--- config.mk ---
export PLATFORM = sky130hd
export DESIGN_NAME = display_scan_ctrl
export DESIGN_NICKNAME = d
export VERILOG_FILES = /design/src/rtl/display_scan_ctrl.sv
export SDC_FILE = /design/constraint.sdc
export NUM_CORES = 1
export LEC_CHECK = 0
export ABC_AREA = 1
export BUFFER_PORTS_ARGS = -buffer_cell sky130_fd_sc_hd__buf_2
export CAP_MARGIN = 20
export CORE_MARGIN = 5
export CORE_UTILIZATION = 29
export CTS_BUF_LIST = sky130_fd_sc_hd__clkbuf_2 sky130_fd_sc_hd__clkbuf_4 sky130_fd_sc_hd__clkbuf_8
export DETAILED_ROUTE_END_ITERATION = 8
export PLACE_DENSITY = 0.45
export SYNTH_ARGS = -nofsm -noshare
export SYNTH_HDL_FRONTEND = slang
export SYNTH_SLANG_ARGS = --single-unit
export TNS_END_PERCENT = 50
--- constraint.sdc ---
create_clock -name CLK -period 2.1 [get_ports CLK]
set_input_delay 0 -clock CLK [delete_from_list [all_inputs] [get_ports CLK]]
set_output_delay 0 -clock CLK [all_outputs]
set_load 0.02 [all_outputs]
--- src/rtl/display_scan_ctrl.sv ---
// display_scan_ctrl
//   Time-multiplexed scan controller for the irrigation status display.
//   N_DIGITS common-anode digits share one 4-bit code -> 7-segment decoder.
//   Each digit slot starts with BLANK cycles where every digit is off, which
//   suppresses ghosting. The slot then lights its digit for the rest of the
//   DIV cycles. Codes and blink mask are snapshotted once per frame so that
//   one frame always shows one coherent set of values.
//
// Ports
//   CLK         system clock, rising edge
//   RST         synchronous reset, active-high (has priority over ENABLE)
//   ENABLE      scan enable; 0 = display dark and scan restarts
//   CODES       digit codes, digit i = CODES[4i+3:4i]
//   BLINK_MASK  1 = digit i blinks
//   C           code for the decoder, selected from the snapshot only
//   DIG_EN      active-low digit enables, at most one low at a time
//   FRAME       one-cycle pulse on the last cycle of each frame
module display_scan_ctrl #(
  parameter int N_DIGITS     = 4,
  parameter int DIV          = 50000,
  parameter int BLANK        = 1000,
  parameter int BLINK_FRAMES = 64
) (
  input  logic                    CLK,
  input  logic                    RST,
  input  logic                    ENABLE,
  input  logic [4*N_DIGITS-1:0]   CODES,
  input  logic [N_DIGITS-1:0]     BLINK_MASK,
  output logic [3:0]              C,
  output logic [N_DIGITS-1:0]     DIG_EN,
  output logic                    FRAME
);

  localparam int CNT_W  = (DIV > 1) ? $clog2(DIV) : 1;
  localparam int IDX_W  = (N_DIGITS > 1) ? $clog2(N_DIGITS) : 1;
  localparam int FCNT_W = (BLINK_FRAMES > 1) ? $clog2(BLINK_FRAMES) : 1;

  localparam logic [CNT_W-1:0]  CNT_LAST   = CNT_W'(DIV - 1);
  localparam logic [CNT_W-1:0]  CNT_BLANK  = CNT_W'(BLANK);
  localparam logic [IDX_W-1:0]  IDX_LAST   = IDX_W'(N_DIGITS - 1);
  localparam logic [FCNT_W-1:0] FCNT_LAST  = FCNT_W'(BLINK_FRAMES - 1);

  logic [CNT_W-1:0]        cnt, cntNext;
  logic [IDX_W-1:0]        idx, idxNext;
  logic [4*N_DIGITS-1:0]   snapCodes, snapCodesNext;
  logic [N_DIGITS-1:0]     snapMask, snapMaskNext;
  logic                    loadPend, loadPendNext;
  logic [FCNT_W-1:0]       fcnt, fcntNext;
  logic                    phase, phaseNext;
  logic [N_DIGITS-1:0]     digEnReg, digEnNext;
  logic                    frameEnd;

  assign frameEnd = (cnt == CNT_LAST) && (idx == IDX_LAST);

  // FRAME is a pure decode of the current count and the live enable.
  assign FRAME = ENABLE && frameEnd;

  // C only muxes registers, so it moves only when idx or the snapshot moves.
  assign C = snapCodes[{idx, 2'b00} +: 4];

  assign DIG_EN = digEnReg;

  // Next-state logic for counters, snapshot, blink and digit enables.
  always_comb begin
    cntNext       = cnt;
    idxNext       = idx;
    snapCodesNext = snapCodes;
    snapMaskNext  = snapMask;
    loadPendNext  = loadPend;
    fcntNext      = fcnt;
    phaseNext     = phase;
    digEnNext     = {N_DIGITS{1'b1}};

    if (!ENABLE) begin
      // Dark and parked at the start of slot 0; the snapshot is kept.
      cntNext      = '0;
      idxNext      = '0;
      loadPendNext = 1'b1;
      fcntNext     = '0;
      phaseNext    = 1'b0;
    end else begin
      if (cnt == CNT_LAST) begin
        cntNext = '0;
        if (idx == IDX_LAST) begin
          idxNext = '0;
        end else begin
          idxNext = idx + IDX_W'(1);
        end
      end else begin
        cntNext = cnt + CNT_W'(1);
        idxNext = idx;
      end

      // Load on the first enabled edge and at every frame boundary.
      if (loadPend || frameEnd) begin
        snapCodesNext = CODES;
        snapMaskNext  = BLINK_MASK;
        loadPendNext  = 1'b0;
      end else begin
        snapCodesNext = snapCodes;
        snapMaskNext  = snapMask;
      end

      if (frameEnd) begin
        if (fcnt == FCNT_LAST) begin
          fcntNext  = '0;
          phaseNext = ~phase;
        end else begin
          fcntNext  = fcnt + FCNT_W'(1);
        end
      end else begin
        fcntNext = fcnt;
      end
    end

    // Enables are derived from next-state so the registered DIG_EN lines up
    // with the cnt/idx held during the same cycle.
    if (ENABLE && (cntNext >= CNT_BLANK) && !(snapMaskNext[idxNext] && phaseNext)) begin
      digEnNext[idxNext] = 1'b0;
    end else begin
      digEnNext = {N_DIGITS{1'b1}};
    end
  end

  // State register with synchronous reset.
  always_ff @(posedge CLK) begin
    if (RST) begin
      cnt       <= '0;
      idx       <= '0;
      snapCodes <= '0;
      snapMask  <= '0;
      loadPend  <= 1'b1;
      fcnt      <= '0;
      phase     <= 1'b0;
      digEnReg  <= {N_DIGITS{1'b1}};
    end else begin
      cnt       <= cntNext;
      idx       <= idxNext;
      snapCodes <= snapCodesNext;
      snapMask  <= snapMaskNext;
      loadPend  <= loadPendNext;
      fcnt      <= fcntNext;
      phase     <= phaseNext;
      digEnReg  <= digEnNext;
    end
  end

endmodule

======== After elaboration in Yosys (flattened, before gate mapping) ========
Cells that the tools add are included.
storage, ports and cells
  logic and storage cells ................. 48
  flip-flop bits (word level) ............. 50
  output and inout port bits .............. 9
  bits of input ports ..................... 23
operators by class
  mux-type cells .......................... 15
  reductions and logical operators ........ 11
  equality and inequality tests ........... 3
  magnitude comparators ................... 3
  add/sub/neg operators ................... 3
  bitwise operators ....................... 4
  shift operators ......................... 1
operators with widths
  operator                 count
  $mux W16                 2
  $add A16 B1 Y16 const B  1
  $eq A16 B16 Y1 const B   1
  $ge A16 B10 Y1 const B   1
  $shiftx A16 B5 Y4        1
  $mux W4                  2
  $add A6 B1 Y6 const B    1
  $eq A6 B6 Y1 const B     1
  $logic_and A1 B1 Y1      6
  $mux W2                  3
  $mux W6                  1
  $mux W1                  5
  $not A4 Y4               1
  $reduce_or A2 Y1         2
  $lt A2 B3 Y1 const B     1
  $not A1 Y1               3
  $add A2 B1 Y2 const B    1
  $bmux W1 S2              1
  $demux W1 S2             1
  $eq A2 B2 Y1 const B     1
  $ge A2 B1 Y1 const B     1
  $reduce_and A2 Y1        1
  $logic_not A1 Y1         1
  $logic_or A1 B1 Y1       1

======== Logic depth before layout (Yosys ltp) ========
  depth in word-level cells ............... 12
  depth in mapped cells ................... 14
  depth with buffers taken out ............ 14

======== Worst setup path before layout ========
No wires, ideal clock.
  kind .................................... reg-to-reg
  start ................................... reg cnt[0]
  end ..................................... reg digEnReg[0], in the netlist DIG_EN[0]
  required time ........................... 1975 ps
  buffers on the path ..................... 0
  clock period less this slack ............ 1713 ps
  stages on the path, launching flop included .. 12
  path slack .............................. 387 ps
  arrival ................................. 1587 ps
  path through ............................ dfxtp_1 > ha_1 > nand3_4 > nor2_2 > xor2_1 > nand3_1 > nor2_1 > nand2_1 > nand2_1 > nor2_1 > nor2_2 > nand3_1
between the ends
  cells in the longest elaborated chain, start to end .. 12
  elaborated cells on any way between the ends .. 27
  those cells by class .................... add/sub: 1; order compare: 3; eq/ne: 1; mux: 12; bitwise: 2; reduce/logical: 8
RTL lines
  element                                                                   RTL line  source
  start: declaration                                                        43        logic [CNT_W-1:0] cnt, cntNext;
  start signal: assignment                                                  137       cnt <= cntNext;
  parallel branches: the longest is 12 deep, another holds $add A16 B1 Y16  n/a
  end signal: assignment                                                    135       digEnReg <= {N_DIGITS{1'b1}};
  end signal: assignment                                                    144       digEnReg <= digEnNext;
  end: declaration                                                          50        logic [N_DIGITS-1:0] digEnReg, digEnNext;
Parallel ways; which one is timed is not known. The select of a mux whose other input is x is not followed.
A chain may end at the register's enable or synchronous reset.

======== Worst setup path after layout ========
Ends and elaborated chain as after synthesis.

==> impl_metrics.env <==
export IMPL_grt_pass1_vias=2484
export IMPL_dieWidth_um=103
export IMPL_intPower_mw=1.40
export IMPL_ys_types=30
export IMPL_worstPathArrival_ns=2.05
export IMPL_finalNonFillerCells=531
export IMPL_startpoint_type="flip-flop"
export IMPL_finalCritPeriodShare_pct=88.1
export IMPL_critPathBufInv=0
export IMPL_vias_per_cell=4.49
export IMPL_netlist_area_um2=2500
export IMPL_rsz0062_at_grt="no"
export IMPL_ys_seq_area_share_pct=40.0
export IMPL_crit_cells=12
export IMPL_crit_path_frequent_cell="nand2_1"
export IMPL_wl_mm=6.35
export IMPL_design_area_um2=3120
export IMPL_ios=32
export IMPL_numPortBuffers=31
export IMPL_placed_area_um2=2800
export IMPL_finalSetupTns_ns=0
export IMPL_ant_nets=0
export IMPL_critPathLaunch="cnt[0]"
export IMPL_die_area_um2=10600
export IMPL_cts_num_sinks=50
export IMPL_max_freq_mhz=541
export IMPL_drv_cap=0
export IMPL_yosys_warnings=0
export IMPL_hpwlAfterDp_mm=4.83
export IMPL_whs_ns=0.0199
export IMPL_post_place_cells=506
export IMPL_slew_headroom_pct=74.7
export IMPL_rrSetupSlack_ns=0.25
export IMPL_power_density_nw_per_um2=586
export IMPL_syn2layout_area_growth_pct=24.6
export IMPL_crit_required_ns=2.30
export IMPL_end_kind="flip-flop"
export IMPL_ys_async_sr_fraction_pct=0
export IMPL_synthesis_nets=396
export IMPL_antenna_found_initial=0
export IMPL_power_mw=1.83
export IMPL_grt_start_max_net_pins=31
export IMPL_worstSetupEndpoint="DIG_EN[0]"
export IMPL_seqPwrFrac_pct=54.0
export IMPL_ys_flop_type="dfxtp_1"
export IMPL_peakVddDrop_v=0.000240
export IMPL_p_leak_nw=1.29
export IMPL_track_usage_pct=13.4
export IMPL_critical_path_class="flip-flop to flip-flop"
export IMPL_cts_clk_slew_worst_paths_ns=0.10
export IMPL_timing_rr_end="DIG_EN[0]"
export IMPL_grt_pass1_wl_mm=11.2
export IMPL_synth_edf_count=0
export IMPL_combinationalPowerShare_pct=8.2
export IMPL_status="completed"
export IMPL_clkPwrFrac_pct=37.8
export IMPL_syn_area_per_cell_um2=6.76
export IMPL_power_net_switching_uw=431
export IMPL_start_util_pct=30.1
export IMPL_cts_inserted_buffers=5
export IMPL_crit_fanout=7
export IMPL_synth_top_area_cell="dfxtp_1"
export IMPL_synthTopCellsByArea="dfxtp_1 40%, nand2_1 16%, nor2_1 8.4%"
export IMPL_cts_tree="built"
export IMPL_crit_chain="ha_2 -> nand2_1 -> nor2_4 -> nand2_1 -> nand2_1 -> nand2_1 -> nor3_1 -> nand2_1 -> nand2_1 -> nor2_1 -> nor2_2 -> nand3_1"
export IMPL_synth_top_area_share_pct=40.0
export IMPL_first_iter_violations=82
export IMPL_hold_path_class="input pin to flip-flop"
export IMPL_clk_path_buf_depth=2
export IMPL_synth_cells=370
export IMPL_worst_pin_slew_ns=0.377
export IMPL_grt_ovfl_total=0
export IMPL_finalHoldViolCount=0
export IMPL_synth_most_common_cell="nand2_1"
export IMPL_drc=0
export IMPL_ff2ff_path_depth=12
export IMPL_cts_root_buf="clkbuf_8"
export IMPL_finalCriticalPeriod_ns=1.85
export IMPL_gp_congestion=0.814
export IMPL_placementRows=33
export IMPL_crit_path_top_delay_cell="dfxtp_4"
export IMPL_dr_total_vias=2383
export IMPL_fin_nets=451
export IMPL_switching_share_pct=23.6
export IMPL_clock_latency_ns=0.31
export IMPL_path_delay_family="simple AND/OR/NAND/NOR gates"
export IMPL_core_area_um2=8300
export IMPL_fin_skew_ns=0.00664
export IMPL_die_h_um=103
export IMPL_antennaDiodeCount=0
export IMPL_post_cts_buffers=0
export IMPL_ys_ff_latch=50
export IMPL_firstDrtPassIters=4
export IMPL_layout_drive_gt1_share_pct=17.4
export IMPL_setup_viol=0
export IMPL_htree_levels=2
export IMPL_cpPeakStageDelay_ns=0.38
export IMPL_synth_commonest_cells="107 x nand2_1, 56 x nor2_1, 50 x dfxtp_1"
export IMPL_wire_per_inst_um=12.0
export IMPL_drv_slew=0
export IMPL_timing_rr_start="cnt[0]"
## cells by family after synthesis
| family | synth area share [%] |
|---|---|
| AOI/OAI and AO/OA | 8.85 |
| adders and majority gates | 1.50 |
| DFF | 40.0 |
| buffers and inverters | 6.90 |
| xor gates and xnor gates | 1.05 |
| and+or+nand+nor | 41.7 |
## cells in the final DEF (no fill, tap or decap)
master and instances:
nor2_1 55, bufinv_16 1, dfxtp_1 49, and2_1 1, nand3_2 2, nand4_1 7, nor2_4 5, xor2_1 3
buf_2 31, inv_2 2, ha_2 1, buf_4 7, nor2_2 9, clkinv_2 1, and3_1 1, clkinv_1 1
clkinvlp_4 2, nand2_1 107, nand2_2 2, o21bai_1 2, nand2_4 2, nand3_4 2, nand3_1 27, a21oi_2 1
dfxtp_4 1, o21ai_0 12, nor3b_1 1, clkbuf_8 5, dlygate4sd3_1 17, a31oi_1 1, nor3_1 4, nand3b_1 4
o22ai_1 4, inv_1 32, ha_1 2, a21oi_1 22
## how the worst min path moves through the flow
stage	cells past startpoint	slack [ns]	end	start
finish	4	0.02	snapMask[3]	BLINK_MASK[3]
global route	4	0.06	fcnt[4]	RST
CTS	4	0.01	snapMask[3]	BLINK_MASK[3]
detailed placement	3	0.26	snapCodes[9]	CODES[9]
global placement	3	0.25	snapCodes[9]	CODES[9]
floorplan	2	0.14	snapCodes[10]	CODES[10]
## power by group through the flow
stage	sequential, mW	clock [mW]	combinational (mW)
floorplan	1.00	0	0.0805
finish	0.986	0.691	0.150
global route	0.989	0.761	0.170
detailed placement	1.01	0	0.128
global placement	1.01	0	0.128
CTS	0.987	0.720	0.152
## repair_timing
item,4_1_cts,5_1_grt
endpoints found under the setup margin,0,7
endpoints found under the hold margin,17,0
hold buffers,17,0
resized for setup,0,8
## registers in the layout (all words and copies together), names as in the netlist
register and flops:
loadPend 1, snapCodes 16, snapMask 4, idx 2, phase 1, fcnt 6
DIG_EN 4, cnt 16
## worst register-to-register path, cell delays in order (launching register included)
cell,delay [ns]
dfxtp_4,0.38
ha_2,0.22
nand2_1,0.11
nor2_4,0.16
nand2_1,0.09
nand2_1,0.07
nand2_1,0.06
nor3_1,0.21
nand2_1,0.11
nand2_1,0.07
nor2_1,0.05
nor2_2,0.13
nand3_1,0.09
## per-layer routing
| metal | up-vias | wire, um | part of all wire, % | GRT usage [%] |
|---|---|---|---|---|
| met4 | 0 | 85 | 1.3 | 4.18 |
| li1 | 1289 | - | - | - |
| met3 | 7 | 257 | 4.0 | 2.98 |
| met1 | 1055 | 2930 | 46 | 15.5 |
| met2 | 32 | 3080 | 48 | 24.3 |
| met5 | - | 0 | 0 | 0 |
## layout make-up
class | instances | area, um2
Clock buffer | 5 | 68.8
Clock inverter | 3 | 45.0
Fill cell | 911 | 5180
Inverter | 36 | 136
Multi-Input combinational cell | 277 | 1350
Sequential cell | 50 | 1000
Tap cell | 105 | 131
Timing Repair Buffer | 55 | 378
## stage by stage
stage          utilization (%)  setup slack [ns]
2_1_floorplan                -             0.387
3_3_place_gp              33.8             0.106
3_5_place_dp              33.8            0.0855
4_1_cts                   37.2            0.0636
5_1_grt                   37.5            0.0115
6_report                  37.5             0.250
(Power assumes the default switching activity.)
